## config.mk

```make
export PLATFORM = sky130hd
export DESIGN_NAME = udp_fb_writer
export DESIGN_NICKNAME = d
export VERILOG_FILES = /design/src/rtl/udp_fb_writer_pkg.sv /design/src/rtl/udp_fb_writer.sv
export SDC_FILE = /design/constraint.sdc
export NUM_CORES = 1
export LEC_CHECK = 0
export CELL_PAD_IN_SITES_DETAIL_PLACEMENT = 2
export CELL_PAD_IN_SITES_GLOBAL_PLACEMENT = 2
export CORE_MARGIN = 2
export CORE_UTILIZATION = 28
export CTS_BUF_LIST = sky130_fd_sc_hd__clkbuf_4 sky130_fd_sc_hd__clkbuf_8
export DETAILED_ROUTE_END_ITERATION = 6
export PLACE_DENSITY_LB_ADDON = 0.1
export SLEW_MARGIN = 20
export SYNTH_ARGS = -nofsm -noshare
export SYNTH_HDL_FRONTEND = slang
export SYNTH_SLANG_ARGS = --single-unit
```

## constraint.sdc

```tcl
create_clock -name clock -period 3.4 [get_ports clock]
set_input_delay 0.68 -clock clock [delete_from_list [all_inputs] [get_ports clock]]
set_output_delay 0.68 -clock clock [all_outputs]
set_load 0.03 [all_outputs]
```

## src/rtl/udp_fb_writer_pkg.sv

```systemverilog
// Shared types and constants for the UDP framebuffer writer: FSM states,
// command codes, header field positions and default filter values.
package udp_fb_pkg;

  typedef enum logic [1:0] {
    IDLE = 2'd0,
    DATA = 2'd1,
    TAIL = 2'd2,
    DROP = 2'd3
  } state_e;

  localparam logic [7:0] CMD_PIXELS = 8'h01;
  localparam logic [7:0] CMD_BRIGHT = 8'h02;
  localparam logic [7:0] CMD_COMMIT = 8'h03;

  localparam int HDR_MAGIC_MSB = 31;
  localparam int HDR_MAGIC_LSB = 24;
  localparam int HDR_CMD_MSB   = 23;
  localparam int HDR_CMD_LSB   = 16;
  localparam int HDR_ARG_MSB   = 15;
  localparam int HDR_ARG_LSB   = 0;

  localparam logic [7:0]  DEFAULT_MAGIC    = 8'hA5;
  localparam logic [15:0] DEFAULT_UDP_PORT = 16'd6454;

  function automatic logic [7:0] hdrMagic(input logic [31:0] word);
    return word[HDR_MAGIC_MSB:HDR_MAGIC_LSB];
  endfunction

  function automatic logic [7:0] hdrCmd(input logic [31:0] word);
    return word[HDR_CMD_MSB:HDR_CMD_LSB];
  endfunction

  function automatic logic [15:0] hdrArg(input logic [31:0] word);
    return word[HDR_ARG_MSB:HDR_ARG_LSB];
  endfunction

endpackage

```

## src/rtl/udp_fb_writer.sv

```systemverilog
// Filters the UDP stream by port, parses a one-word command header and turns
// pixel payloads, brightness and commit commands into panel-side actions.
module udp_fb_writer
  import udp_fb_pkg::*;
#(
  parameter logic [15:0] UDP_PORT = DEFAULT_UDP_PORT,
  parameter int          ADDR_W   = 14,
  parameter int          FB_DEPTH = 16384,
  parameter logic [7:0]  MAGIC    = DEFAULT_MAGIC
) (
  input  logic              clock,
  input  logic              resetn,
  input  logic              udp_source_valid,
  input  logic              udp_source_last,
  output logic              udp_source_ready,
  input  logic [15:0]       udp_source_dst_port,
  input  logic [31:0]       udp_source_data,
  input  logic [3:0]        udp_source_error,
  output logic              fb_wren,
  output logic [ADDR_W-1:0] fb_addr,
  output logic [31:0]       fb_data,
  output logic [3:0]        brightness,
  output logic              frame_commit,
  output logic [15:0]       pkt_ok_count,
  output logic [15:0]       pkt_drop_count
);

  localparam logic [16:0]       DEPTH_EXT = 17'(FB_DEPTH);
  localparam logic [ADDR_W-1:0] LAST_ADDR = ADDR_W'(FB_DEPTH - 1);

  state_e            state_q, state_d;
  logic [ADDR_W-1:0] addr_q, addr_d;
  logic [7:0]        cmd_q, cmd_d;
  logic [3:0]        level_q, level_d;
  logic              bad_q, bad_d;
  logic              wren_q, wren_d;
  logic [ADDR_W-1:0] waddr_q, waddr_d;
  logic [31:0]       wdata_q, wdata_d;
  logic [3:0]        bright_q, bright_d;
  logic              commit_q, commit_d;
  logic [15:0]       ok_q, ok_d;
  logic [15:0]       drop_q, drop_d;

  logic       accept;
  logic       beatErr;
  logic [7:0] hCmd;
  logic [15:0] hArg;
  logic       hdrGood;

  assign accept  = udp_source_valid & resetn;
  assign beatErr = |udp_source_error;
  assign hCmd    = hdrCmd(udp_source_data);
  assign hArg    = hdrArg(udp_source_data);

  // A header is usable only if port, magic, error and command all check out;
  // PIXELS additionally needs a start address inside the framebuffer.
  always_comb begin
    hdrGood = (udp_source_dst_port == UDP_PORT) &&
              (hdrMagic(udp_source_data) == MAGIC) && !beatErr &&
              (((hCmd == CMD_PIXELS) && ({1'b0, hArg} < DEPTH_EXT)) ||
               (hCmd == CMD_BRIGHT) || (hCmd == CMD_COMMIT));
  end

  always_ff @(posedge clock) begin
    if (!resetn) begin
      state_q  <= IDLE;
      addr_q   <= '0;
      cmd_q    <= '0;
      level_q  <= '0;
      bad_q    <= 1'b0;
      wren_q   <= 1'b0;
      waddr_q  <= '0;
      wdata_q  <= '0;
      bright_q <= 4'd15;
      commit_q <= 1'b0;
      ok_q     <= '0;
      drop_q   <= '0;
    end else begin
      state_q  <= state_d;
      addr_q   <= addr_d;
      cmd_q    <= cmd_d;
      level_q  <= level_d;
      bad_q    <= bad_d;
      wren_q   <= wren_d;
      waddr_q  <= waddr_d;
      wdata_q  <= wdata_d;
      bright_q <= bright_d;
      commit_q <= commit_d;
      ok_q     <= ok_d;
      drop_q   <= drop_d;
    end
  end

  always_comb begin
    state_d  = state_q;
    addr_d   = addr_q;
    cmd_d    = cmd_q;
    level_d  = level_q;
    bad_d    = bad_q;
    wren_d   = 1'b0;
    waddr_d  = waddr_q;
    wdata_d  = wdata_q;
    bright_d = bright_q;
    commit_d = 1'b0;
    ok_d     = ok_q;
    drop_d   = drop_q;
    if (accept) begin
      case (state_q)
        IDLE: begin
          bad_d = 1'b0;
          if (!hdrGood) begin
            if (udp_source_last) drop_d = drop_q + 16'd1;
            else                 state_d = DROP;
          end else if (hCmd == CMD_PIXELS) begin
            addr_d = hArg[ADDR_W-1:0];
            if (udp_source_last) ok_d = ok_q + 16'd1;
            else                 state_d = DATA;
          end else if (udp_source_last) begin
            if (hCmd == CMD_BRIGHT) bright_d = hArg[3:0];
            else                    commit_d = 1'b1;
            ok_d = ok_q + 16'd1;
          end else begin
            cmd_d   = hCmd;
            level_d = hArg[3:0];
            state_d = TAIL;
          end
        end
        TAIL: begin
          if (udp_source_last) begin
            if (bad_q || beatErr) begin
              drop_d = drop_q + 16'd1;
            end else begin
              if (cmd_q == CMD_BRIGHT) bright_d = level_q;
              else                     commit_d = 1'b1;
              ok_d = ok_q + 16'd1;
            end
            state_d = IDLE;
          end else if (beatErr) begin
            bad_d = 1'b1;
          end
        end
        DATA: begin
          if (beatErr) begin
            bad_d = 1'b1;
            if (udp_source_last) begin
              drop_d  = drop_q + 16'd1;
              state_d = IDLE;
            end
          end else begin
            wren_d  = 1'b1;
            waddr_d = addr_q;
            wdata_d = udp_source_data;
            addr_d  = addr_q + 1'b1;
            if (udp_source_last) begin
              if (bad_q) drop_d = drop_q + 16'd1;
              else       ok_d   = ok_q + 16'd1;
              state_d = IDLE;
            end else if (addr_q == LAST_ADDR) begin
              // Framebuffer end reached mid-packet: the rest is discarded and
              // the packet is counted as a drop when its last beat arrives.
              state_d = DROP;
            end
          end
        end
        DROP: begin
          if (udp_source_last) begin
            drop_d  = drop_q + 16'd1;
            state_d = IDLE;
          end
        end
        default: state_d = IDLE;
      endcase
    end
  end

  always_comb begin
    udp_source_ready = resetn;
    fb_wren          = wren_q;
    fb_addr          = waddr_q;
    fb_data          = wdata_q;
    brightness       = bright_q;
    frame_commit     = commit_q;
    pkt_ok_count     = ok_q;
    pkt_drop_count   = drop_q;
  end

endmodule

```

Word level (Yosys, flattened, before mapping) --
Cells that the tools add are included.
Word-level totals: output and inout bits 85, input bits 56, logic and storage cells 122, register bits after elaboration 113
Operators by class: add/subtract/negate cells 3, multiplexer cells 50, reductions and logical operators 24, equal/unequal tests 28, order comparisons 1, bitwise operators 4
Operator list (number):
- two-way mux 16 bit | 14
- case mux 16 bit (4 select lines) | 1
- case mux 16 bit (3 select lines) | 1
- two-way mux 14 bit | 3
- adder 16 x 1 -> 16 bit (second input constant) | 2
- inequality test 2 bit (second input constant) | 15
- two-way mux 4 bit | 7
- case mux 14 bit (2 select lines) | 1
- equality test 8 x 2 -> 1 bit (second input constant) | 3
- two-way mux 2 bit | 9
- AND reduction 9 bit | 2
- equality test 16 x 13 -> 1 bit (second input constant) | 1
- less-than comparator 16 x 15 -> 1 bit (second input constant) | 1
- adder 14 x 1 -> 14 bit (second input constant) | 1
- equality test 14 bit (second input constant) | 1
- AND reduction 3 bit | 4
- two-way mux 1 bit | 10
- AND reduction 5 bit | 2
- equality test 8 x 1 -> 1 bit (second input constant) | 1
- equality test 8 bit (second input constant) | 1
- case mux 4 bit (2 select lines) | 1
- inequality test 3 bit (second input constant) | 2
- case mux 2 bit (3 select lines) | 1
- AND reduction 6 bit | 1
- other kinds (16) | 25

Logic depth before layout (Yosys ltp) --
depth in word-level cells 7, mapped depth 10, depth with buffers taken out 8

Least setup slack after synthesis --
Ideal clock, no wire load.
kind input port to flip-flop, start point in udp_source_data[27], end point reg cmd_q[0], library setup time 0.128 ns, data required time 3.272 ns, path slack 0.578 ns, cell stages on the path 9, arrival time 2.694 ns, path through nor4b_1 -> nand4_1 -> or4_1 -> buf_2 -> or4_4 -> buf_6 -> buf_6 -> mux2i_1 -> nor2_1
On the way: cells in the longest elaborated chain, start to end 5
RTL lines:
- start: declaration | RTL line udp_fb_writer.sv:17 | input logic [31:0] udp_source_data,
- equality test 8 bit | RTL line udp_fb_writer.sv:59 | (hdrMagic(udp_source_data) == MAGIC) && !beatErr &&
- logical AND 1 bit | RTL line udp_fb_writer.sv:58 | hdrGood = (udp_source_dst_port == UDP_PORT) &&
- logical AND 1 bit (2 in a row) | RTL line udp_fb_writer.sv:59
- AND reduction 5 bit (no line)
- end signal: assignment | RTL line udp_fb_writer.sv:81 | cmd_q <= cmd_d;
- end: declaration | RTL line udp_fb_writer.sv:33 | logic [7:0] cmd_q, cmd_d;
Every way passes these cells. A chain may end at the register's enable or synchronous reset.

Worst setup path after layout --
start point reg state_q[0], end point reg drop_q[3] (netlist: pkt_drop_count[3])
On the way: cells in the longest elaborated chain, start to end 3
RTL lines:
- start: declaration | RTL line udp_fb_writer.sv:31 | state_e state_q, state_d;
- start signal: assignment | RTL line udp_fb_writer.sv:79 | state_q <= state_d;
- equality test 2 x 1 -> 1 bit (tied with other cells) | RTL line udp_fb_writer.sv:108 | case (state_q)
- inequality test 3 bit (no line) / inequality test 2 bit (equally long branches)
- AND reduction 6 bit (no line)
- end signal: assignment | RTL line udp_fb_writer.sv:90 | drop_q <= drop_d;
- end: declaration | RTL line udp_fb_writer.sv:42 | logic [15:0] drop_q, drop_d;
Parallel ways exist; a longest one is shown, timed or not.

==> flow_summary_export.csv <==
group,metric,value,unit
global_route,grt-ovfl-total,0,
drt,ant_nets,0,
sta,slew_headroom,46.0,%
job,cap_violations,0,
worst_setup_path,crit_path_cell_trace,"inv_1 > ha_1 > nor3b_1 > a211o_1 > a21oi_1 > nand2_1 > nor2_1 > a311o_1",
drt,drt_wl_total,19.5,mm
worst_setup_path,worstReg2RegEnd,"pkt_drop_count[3]",
global_route,gr-usage-all-layers,20.1,%
die,die_h,142,um
synthesis,synth-edff-count,0,
worst_setup_path,critical_path_class,"register to register",
final_layout,multi_input_area,0.00284,mm2
worst_setup_path,ff2ff_setup_slack,530,ps
clock_tree,cts-root-buf,"clkbuf_8",
worst_setup_path,crit_path_end_kind,"register",
drt,wire_per_inst,18.5,um
worst_setup_path,cp-startpoint,"state_q[0]",
worst_setup_path,path_max_fanout,14,
die,io_pins,141,
die,fp.dieW,142,um
clock_tree,htree_levels,4,
sta,tns,0,ps
clock_tree,clock_latency,460,ps
power,leakagePower,0.00264,uW
clock_tree,clk_pin_slew,70,ps
clock_tree,hold_buffers,0,
power,vdd_ir_drop_max,242,uV
sta,skew,8.09,ps
sta,slew_violations,0,
synthesis,synth_ff_type,"dfxtp_1",
synthesis,synth_cell_types,61,
final_layout,nFillCells,2134,
sta,worst_pin_slew,808,ps
synthesis,ys_ff_latch,113,
power,power_density,430,mW/mm2
synthesis,yosys.area.top_type,"dfxtp_1",
placed_design,place.gp.congestion,0.801,
sta,finalCriticalPeriod,2870,ps
worst_setup_path,crit_end,"pkt_drop_count[3]",
synthesis,syn-cell-area,0.00532,mm2
worst_setup_path,start_kind,"register",
synthesis,synth_warnings,0,
clock_tree,postCtsSetupBuffers,0,
final_layout,final_cells,1056,
synthesis,async_flop_share,0,%
worst_setup_path,crit_path_top_delay_cell,"nor3b_1",
sta,max_freq,348,MHz
placed_design,dp_hpwl,14.2,mm
die,dieArea,0.0201,mm2
clock_tree,cts_sinks,113,
hold_path,hp-class,"register to register",
clock_tree,tritoncts,"built",
global_route,antenna_found_initial,1,
sta,rsz0062_at_grt,"no",
sta,hold_violations,0,
die,rows,50,
drt,drc,0,
final_layout,antenna_cells,0,
synthesis,synth_top_area_share,42.6,%
synthesis,yosysSeqAreaShare,42.6,%
drt,first_pass_iters,4,
global_route,grt_pass1_vias,5953,
status,status,"completed",
clock_tree,cts_buffer_depth,2,
final_layout,seqCellArea,0.00226,mm2
die,start_util,28.5,%
worst_setup_path,worstPathRequired,3740,ps
sta,fin_crit_sh,84.5,%
worst_setup_path,timing.rr.start,"state_q[0]",
worst_setup_path,slowest_delay,750,ps
final_layout,most-common-layout-cells,"nand2_1, clkdlybuf4s50_1, dfxtp_1",
final_layout,fin_nets,872,
drt,dr.first_iter.drc_count,196,
placed_design,io_buffers,140,
worst_setup_path,r2r_cells,8,
synthesis,postSynthAreaPerCell,7.96,um2
clock_tree,cts_resized,0,
final_layout,drive_gt1_share,8.88,%
drt,vias_per_cell,5.21,
synthesis,synth_fp_nets,731,
synthesis,synthCells,668,
die,fp.coreArea,0.0186,mm2
drt,route.vias.total,5499,
final_layout,area_delta_synth_final,41.0,%
sta,setup_violations,0,
final_layout,final_common_cell,"nand2_1",
global_route,grt_pass1_wl,31.8,mm
global_route,grt_start_max_net_pins,94,
synthesis,synthTopCellsByArea,"dfxtp_1, nand2_1, o21ai_0, a21oi_1, nor2_1",
clock_tree,cts_buffers,17,
placed_design,dp.cells,1024,
worst_setup_path,arrival,3220,ps
-- final cells by class --
class / instances / share of cell area [%]
multi-input combinational: 502 / 37.9
sequential: 113 / 30.2
timing repair buffer: 163 / 21.1
tap: 234 / 3.91
clock buffer: 22 / 3.87
clock inverter: 10 / 2.40
inverter: 12 / 0.601
-- worst min path at each step --
| stage | startpoint | endpoint | slack (ps) | cells past startpoint |
|---|---|---|---|---|
| after global routing | fb_data[14] | fb_data[14] | 490 | 2 |
| after detailed placement | fb_data[30] | fb_data[30] | 460 | 2 |
| after CTS | fb_addr[2] | fb_addr[2] | 470 | 2 |
| final | fb_data[31] | fb_data[31] | 460 | 2 |
| after floorplan | cmd_q[1] | cmd_q[1] | 430 | 2 |
| after global placement | fb_data[24] | fb_data[24] | 440 | 2 |
-- metrics by stage --
stage | area (um2) | utilization [%] | setup WS (ps) | total power (uW) | hold slack (ps)
CTS | 7490 | 40.2 | 491 | 3270 | 467
floorplan | 5320 | - | 578 | 1550 | 432
global placement | 7020 | 37.7 | 134 | 1710 | 443
detailed placement | 7020 | 37.7 | 80.0 | 1730 | 458
global route | 7490 | 40.2 | 202 | 3370 | 489
finish | 7490 | 40.2 | 528 | 3220 | 459
-- registers in the layout, summed over array words and instances, names as in the netlist --
register	count
bad_q	1
cmd_q	8
pkt_ok_count	16
brightness	4
state_q	2
fb_wren	1
fb_data	32
pkt_drop_count	16
fb_addr	14
frame_commit	1
addr_q	14
level_q	4
-- where the power goes --
group          internal (uW)  total (uW)  switching (uW)  leakage, uW
Sequential              1330        1350            14.0     0.000911
Clock                    944        1530             584     0.000236
Combinational            141         348             207      0.00150
Total                   2420        3220             804      0.00264
-- Yosys cell counts (all sizes together) (14+ instances only) --
cell type    n
nand2      141
dfxtp      113
o21ai       72
nor2        42
a21oi       34
clkbuf      32
nand3       25
nand4       15
o211ai      15
and2        14
mux2i       14
-- kinds of logic after synthesis --
family                   synth area share [%]
adder cells (fa/ha/maj)                  1.65
flip-flops                               42.6
XOR/XNOR                                 1.15
AO/OA/AOI/OAI                            19.9
buffers and inverters                    4.12
AND/OR/NAND/NOR                          28.0
multiplexers                             2.64
-- per-layer routing --
layer	routed length (um)	track usage, %
met3	1060	6.21
met1	8750	24.2
met5	0	0
met4	246	5.84
met2	9470	34.6
-- worst max-delay path: cells and delay by family (launching register included) --
| family | cells | cell delay, ps |
|---|---|---|
| buffers and inverters | 1 | 110 |
| adder cells (fa/ha/maj) | 1 | 430 |
| AO/OA/AOI/OAI | 3 | 660 |
| flip-flops | 1 | 390 |
| AND/OR/NAND/NOR | 3 | 1160 |
Note: power is estimated with default switching activity, not from simulation.
